File: src/rtl/sc_io_pkg.sv
`default_nettype none
// ============================================================================
//  Module      : sc_io_pkg
//  Description : Shared segment constants, digit decode table and the
//                conversion state encoding for the HEX output port.
//  Revision    : 1.0 - initial release
// ============================================================================
package sc_io_pkg;

    localparam logic [6:0] SEG_BLANK = 7'b1111111;
    localparam logic [6:0] SEG_DASH  = 7'b0111111;
    localparam logic [6:0] SEG_ZERO  = 7'b1000000;

    typedef enum logic [1:0] {
        IDLE   = 2'd0,
        SHIFT  = 2'd1,
        COMMIT = 2'd2
    } state_e;

    // Active-low gfedcba; non-decimal codes go dark.
    function automatic logic [6:0] bcd_to_seg(input logic [3:0] d);
        logic [6:0] s;
        s = SEG_BLANK;
        case (d)
            4'd0: s = 7'b1000000;
            4'd1: s = 7'b1111001;
            4'd2: s = 7'b0100100;
            4'd3: s = 7'b0110000;
            4'd4: s = 7'b0011001;
            4'd5: s = 7'b0010010;
            4'd6: s = 7'b0000010;
            4'd7: s = 7'b1111000;
            4'd8: s = 7'b0000000;
            4'd9: s = 7'b0010000;
            default: s = SEG_BLANK;
        endcase
        return s;
    endfunction

endpackage
`default_nettype wire

File: src/rtl/sc_bcd7seg.sv
`default_nettype none
// ============================================================================
//  Module      : sc_bcd7seg
//  Description : Combinational single-digit BCD to active-low 7-segment decoder.
//  Revision    : 1.0 - initial release
// ============================================================================
module sc_bcd7seg
    import sc_io_pkg::*;
(
    input  logic [3:0] i_bcd,
    output logic [6:0] o_seg
);

    assign o_seg = bcd_to_seg(i_bcd);

endmodule
`default_nettype wire

File: src/rtl/sc_out_port_hex_display.sv
`default_nettype none
// ============================================================================
//  Module      : sc_out_port_hex_display
//  Description : Sequential double-dabble of an output-port word to decimal,
//                with an atomically committed 7-segment display image.
//  Revision    : 1.0 - initial release
// ============================================================================
module sc_out_port_hex_display
    import sc_io_pkg::*;
#(
    parameter int IN_WIDTH = 16,
    parameter int DIGITS   = 5,
    parameter bit BLANK_LZ = 1'b1
)
(
    input  logic                  clock,
    input  logic                  resetn,
    input  logic [31:0]           value_in,
    input  logic                  enable,
    output logic [DIGITS*7-1:0]   segs,
    output logic [DIGITS*4-1:0]   bcd,
    output logic                  ovf,
    output logic                  busy
);

    localparam int WORK_W = DIGITS * 4;
    localparam int SEG_W  = DIGITS * 7;
    localparam int CNT_W  = $clog2(IN_WIDTH + 1);

    function automatic logic [SEG_W-1:0] f_reset_segs();
        logic [SEG_W-1:0] s;
        for (int k = 0; k < DIGITS; k++) begin
            s[7*k +: 7] = ((k == 0) || !BLANK_LZ) ? SEG_ZERO : SEG_BLANK;
        end
        return s;
    endfunction

    localparam logic [SEG_W-1:0] SEGS_RST = f_reset_segs();

    state_e              state_q,    state_d;
    logic [IN_WIDTH-1:0] last_val_q, last_val_d;
    logic [IN_WIDTH-1:0] shift_q,    shift_d;
    logic [WORK_W-1:0]   work_q,     work_d;
    logic                ovf_work_q, ovf_work_d;
    logic [CNT_W-1:0]    cnt_q,      cnt_d;
    logic [WORK_W-1:0]   bcd_q,      bcd_d;
    logic                ovf_q,      ovf_d;
    logic [SEG_W-1:0]    segs_q,     segs_d;
    logic                busy_q,     busy_d;

    logic [WORK_W-1:0]   w_adj;
    logic [SEG_W-1:0]    w_dec;
    logic [SEG_W-1:0]    w_disp;
    logic                w_unused;

    assign w_unused = ^value_in;

    genvar k;
    generate
        for (k = 0; k < DIGITS; k++) begin : g_dec
            sc_bcd7seg u_dec (
                .i_bcd (work_q[4*k +: 4]),
                .o_seg (w_dec[7*k +: 7])
            );
        end
    endgenerate

    always_comb begin
        w_adj = work_q;
        for (int d = 0; d < DIGITS; d++) begin
            if (work_q[4*d +: 4] >= 4'd5) begin
                w_adj[4*d +: 4] = work_q[4*d +: 4] + 4'd3;
            end
        end
    end

    // Overflow dashes win over blanking; blanking scans from the top digit down.
    always_comb begin
        logic lead_zero;
        lead_zero = 1'b1;
        w_disp    = '0;
        for (int d = DIGITS - 1; d >= 0; d--) begin
            if (work_q[4*d +: 4] != 4'd0) begin
                lead_zero = 1'b0;
            end
            if (ovf_work_q) begin
                w_disp[7*d +: 7] = SEG_DASH;
            end else if (BLANK_LZ && lead_zero && (d != 0)) begin
                w_disp[7*d +: 7] = SEG_BLANK;
            end else begin
                w_disp[7*d +: 7] = w_dec[7*d +: 7];
            end
        end
    end

    always_comb begin
        state_d    = state_q;
        last_val_d = last_val_q;
        shift_d    = shift_q;
        work_d     = work_q;
        ovf_work_d = ovf_work_q;
        cnt_d      = cnt_q;
        bcd_d      = bcd_q;
        ovf_d      = ovf_q;
        segs_d     = segs_q;
        busy_d     = busy_q;
        unique case (state_q)
            IDLE: begin
                if (enable && (value_in[IN_WIDTH-1:0] != last_val_q)) begin
                    last_val_d = value_in[IN_WIDTH-1:0];
                    shift_d    = value_in[IN_WIDTH-1:0];
                    work_d     = '0;
                    ovf_work_d = 1'b0;
                    cnt_d      = CNT_W'(IN_WIDTH);
                    busy_d     = 1'b1;
                    state_d    = SHIFT;
                end
            end
            SHIFT: begin
                work_d     = {w_adj[WORK_W-2:0], shift_q[IN_WIDTH-1]};
                shift_d    = {shift_q[IN_WIDTH-2:0], 1'b0};
                ovf_work_d = ovf_work_q | w_adj[WORK_W-1];
                cnt_d      = cnt_q - CNT_W'(1);
                if (cnt_q == CNT_W'(1)) begin
                    state_d = COMMIT;
                end
            end
            COMMIT: begin
                bcd_d   = work_q;
                ovf_d   = ovf_work_q;
                segs_d  = w_disp;
                busy_d  = 1'b0;
                state_d = IDLE;
            end
            default: state_d = IDLE;
        endcase
    end

    always_ff @(posedge clock or negedge resetn) begin
        if (!resetn) begin
            state_q    <= IDLE;
            last_val_q <= '0;
            shift_q    <= '0;
            work_q     <= '0;
            ovf_work_q <= 1'b0;
            cnt_q      <= '0;
            bcd_q      <= '0;
            ovf_q      <= 1'b0;
            segs_q     <= SEGS_RST;
            busy_q     <= 1'b0;
        end else begin
            state_q    <= state_d;
            last_val_q <= last_val_d;
            shift_q    <= shift_d;
            work_q     <= work_d;
            ovf_work_q <= ovf_work_d;
            cnt_q      <= cnt_d;
            bcd_q      <= bcd_d;
            ovf_q      <= ovf_d;
            segs_q     <= segs_d;
            busy_q     <= busy_d;
        end
    end

    assign segs = segs_q;
    assign bcd  = bcd_q;
    assign ovf  = ovf_q;
    assign busy = busy_q;

endmodule
`default_nettype wire

File: config.mk
export PLATFORM = sky130hd
export DESIGN_NAME = sc_out_port_hex_display
export DESIGN_NICKNAME = d
export VERILOG_FILES = /design/src/rtl/sc_io_pkg.sv /design/src/rtl/sc_bcd7seg.sv /design/src/rtl/sc_out_port_hex_display.sv
export SDC_FILE = /design/constraint.sdc
export NUM_CORES = 1
export LEC_CHECK = 0
export ABC_CLOCK_PERIOD_IN_PS = 2300
export BUFFER_PORTS_ARGS = -buffer_cell sky130_fd_sc_hd__buf_2
export CORE_MARGIN = 3
export CORE_UTILIZATION = 55
export CTS_CLUSTER_SIZE = 25
export DETAILED_ROUTE_END_ITERATION = 8
export PLACE_DENSITY = 0.78
export SLEW_MARGIN = 15
export SYNTH_ARGS = -nofsm -noshare
export SYNTH_HDL_FRONTEND = slang
export SYNTH_SLANG_ARGS = --single-unit
File: constraint.sdc
create_clock -name clock -period 2.3 [get_ports clock]
set_input_delay 0.115 -clock clock [delete_from_list [all_inputs] [get_ports clock]]
set_output_delay 0.115 -clock clock [all_outputs]
set_load 0.03 [all_outputs]
==> flow_summary.json <==
{
  "run_status": "complete, no violations",
  "seqPwrFrac_pct": 32.3,
  "dp_hpwl_um": 9351,
  "ant_nets": 0,
  "drive_gt1_share_pct": 26.66,
  "crit_path_end_kind": "flip-flop",
  "netlist_area_mm2": 0.005943,
  "cp.arrival_ns": 2.64,
  "yosysSeqAreaShare_pct": 49.87,
  "finalClockSkew_ns": 0.005475,
  "start_util_pct": 57.06,
  "io_buffer_count": 75,
  "critical_path_class": "flip-flop to flip-flop",
  "dieArea_mm2": 0.01209,
  "synth_simple_gate_area_share_pct": 13.35,
  "die_y_um": 110.0,
  "coreArea_mm2": 0.01042,
  "synth_top_area_share_pct": 37.05,
  "htreeDepth": 4,
  "leakagePower_nw": 3.428,
  "synth-adder-area-share_pct": 6.105,
  "clock_latency_ns": 0.52,
  "peakVddDrop_v": 0.0007047,
  "yosysUniqueCellTypes": 52,
  "synth_area_leaders": "dfrtp_1 (37%), dfstp_2 (13%), ha_1 (6.1%), nand2_1 (3.7%), o21ai_0 (3.6%)",
  "swShare_pct": 40.32,
  "clkPwrFrac_pct": 22.5,
  "syn_area_per_cell_um2": 10.23,
  "synth_top_family_by_area": "compound AO/OA/AOI/OAI gates",
  "synth_seq_cells": 117,
  "path_cells": "inv_1 > ha_1 > and4bb_2 > nand4_1 > nor2b_1 > a2111oi_1 > a211o_1",
  "wire_per_inst_um": 16.73,
  "top_level_ports": 92,
  "fillCellCount": 761,
  "cts_tree": "built",
  "clkSinkCount": 117,
  "critical_path.top_delay_family": "simple AND/OR/NAND/NOR gates",
  "clockBufferDepth": 2,
  "vias": 4719,
  "grt_max_degree": 60,
  "power_frac_comb_pct": 45.1,
  "period_share_pct": 94.88,
  "area_growth_pct": 23.58,
  "slew_headroom_pct": 49.79,
  "synth-edff-count": 0,
  "clk_pin_slew_worst_paths_ns": 0.05,
  "grtUsageTotal_pct": 24.51,
  "drc": 0,
  "pwr_density_cell_mw_per_mm2": 1658,
  "grt_overflow_total": 0,
  "grt_pass1_wl_um": 23090,
  "diodes": 0,
  "ys_warn_count": 0,
  "final_nets": 746,
  "grt_pass1_vias": 4747,
  "cts_root_buf": "clkbuf_8",
  "antenna_found_initial": 0,
  "routed_via_density": 5.686,
  "first_pass_iters": 5,
  "muxShareOfSynthArea_pct": 4.211,
  "p_switching_mw": 4.909,
  "path_buf_inv": 1,
  "cp.required_ns": 2.76,
  "synthCells": 581,
  "synthXorXnorAreaFrac_pct": 3.389,
  "slew_viol_final": 0,
  "worst_pin_slew_ns": 0.7531,
  "cp_max_fo": 6,
  "rows": 37,
  "hold_path.class": "input port to flip-flop",
  "start_kind": "flip-flop",
  "cts_made_buffers": 17,
  "final_common_cell": "dfrtp_1",
  "async_flop_share_pct": 100.0,
  "p_int_mw": 7.267,
  "post_cts.repair.setup_buffers": 0,
  "layout_common_cells": "dfrtp_1 (88), buf_2 (74), nand2_1 (58), o21ai_0 (43), a21oi_1 (41)",
  "routed_wl_um": 13880,
  "die_w_um": 110.0,
  "yosysTopAreaCell": "dfrtp_1",
  "fmax_ghz": 0.4582,
  "cap_violations": 0,
  "finalSetupViolations": 0,
  "cp_slowest_cell": "dfrtp_1",
  "critical_path.max_stage_delay_ns": 0.44,
  "period_minus_slack_ns": 2.182,
  "tns_ns": 0,
  "synthesis.nets": 645,
  "power.total_mw": 12.18,
  "hold_violations": 0,
  "drt-initial-drc-count": 323,
  "synth_flop_cell": "dfrtp_1",
  "synth_compound_area_share_pct": 18.80,
  "place_congestion": 0.8856
}
[power by group through the flow]
stage	registers [mW]	logic [mW]	clock network, mW
finish	3.94	5.49	2.74
global placement	3.89	5.24	0
floorplan	4.58	3.26	0
detailed placement	3.95	5.42	0
CTS	3.93	5.52	2.77
global route	4.06	6.07	2.87
[cells in the mapped netlist, types with 3 or more instances]
master     instances
a21o_1             7
a21oi_1           41
a221o_1           17
a22o_1            13
a31oi_1            3
and2_1            15
buf_1              6
buf_2              4
buf_6              3
clkbuf_1          23
dfrtp_1           88
dfstp_2           29
ha_1              29
inv_1             23
mux2_2            16
mux2i_1            7
nand2_1           58
nand2b_1          12
nand3_1            5
nand3b_1           3
nand4_1            5
nor2_1            40
nor2b_1            9
nor3_1             7
nor3b_1            4
o211ai_1           3
o21a_1             3
o21ai_0           43
o221a_2            3
o22a_1             5
o22ai_1            3
o2bb2ai_1          5
o31ai_1            3
or3_1              3
xnor2_1           21
[tightest hold or removal path: stages]
cell and delay, ns:
buf_2 0.08, o41a_1 0.23, o311ai_0 0.13
[routing by layer]
layer / GRT usage (%) / share of wire, % / up-vias
li1: - / - / 2258
met2: 40.42 / 49 / 108
met1: 31.94 / 45 / 2336
met3: 5.461 / 4.3 / 17
met5: 0 / 0 / -
met4: 8.370 / 1.5 / 0
[final cells by class]
cell class	instances	area, um^2	area share [%]
Multi-Input combinational cell	404	2735	37.24
Clock inverter	9	150.1	2.044
Inverter	23	86.33	1.175
Clock buffer	22	462.9	6.303
Tap cell	136	170.2	2.317
Timing Repair Buffer	119	775.7	10.56
Sequential cell	117	2964	40.36
[through the flow]
stage	cells	cell area [um^2]	hold slack [ns]	setup slack, ns	util (%)
2_1_floorplan	581	5943	-0.1806	0.3717	-
5_1_grt	830	7345	0.1472	-0.05800	70.51
3_5_place_dp	782	6559	0.2387	0.1171	62.97
3_3_place_gp	782	6559	0.2280	0.1605	62.97
6_report	830	7345	0.09693	0.1177	70.51
4_1_cts	830	7342	0.07930	0.1152	70.49
[state kept, by name, indices dropped and copies added (netlist names)]
signal      count
state_q         2
segs           35
ovf_work_q      1
work_q         20
last_val_q     16
ovf             1
cnt_q           5
shift_q        16
busy            1
bcd            20
[cell families (layout without fill, tap and decap cells)]
group | count (synthesis) | count (layout)
simple gates | 165 | 165
compound gates | 164 | 164
flops | 117 | 117
buf+inv | 60 | 173
fa+ha+maj | 29 | 29
xor+xnor | 23 | 23
mux | 23 | 23
[worst paths after layout]
| kind | start | endpoint | slack [ns] | depth (start not counted) |
|---|---|---|---|---|
| worst max-delay path | work_q[17] | segs[13] | 0.12 | 7 |
| worst min-delay path | enable | shift_q[0] | 0.1 | 3 |
| worst max register to register | work_q[17] | segs[13] | 0.12 | 7 |
| worst min register to register | bcd[11] | bcd[11] | 0.47 | 2 |
| max in group asynchronous | resetn | shift_q[0] | 1.38 | 3 |
| min in group asynchronous | resetn | bcd[16] | 0.21 | 2 |
[repair_timing]
action                                  CTS  global route
endpoints found under the hold margin    66             0
hold buffers                             17             0
gates resized for setup                   0             2
endpoints found under the setup margin    0            10
Note: power is estimated with default switching activity, not from simulation.
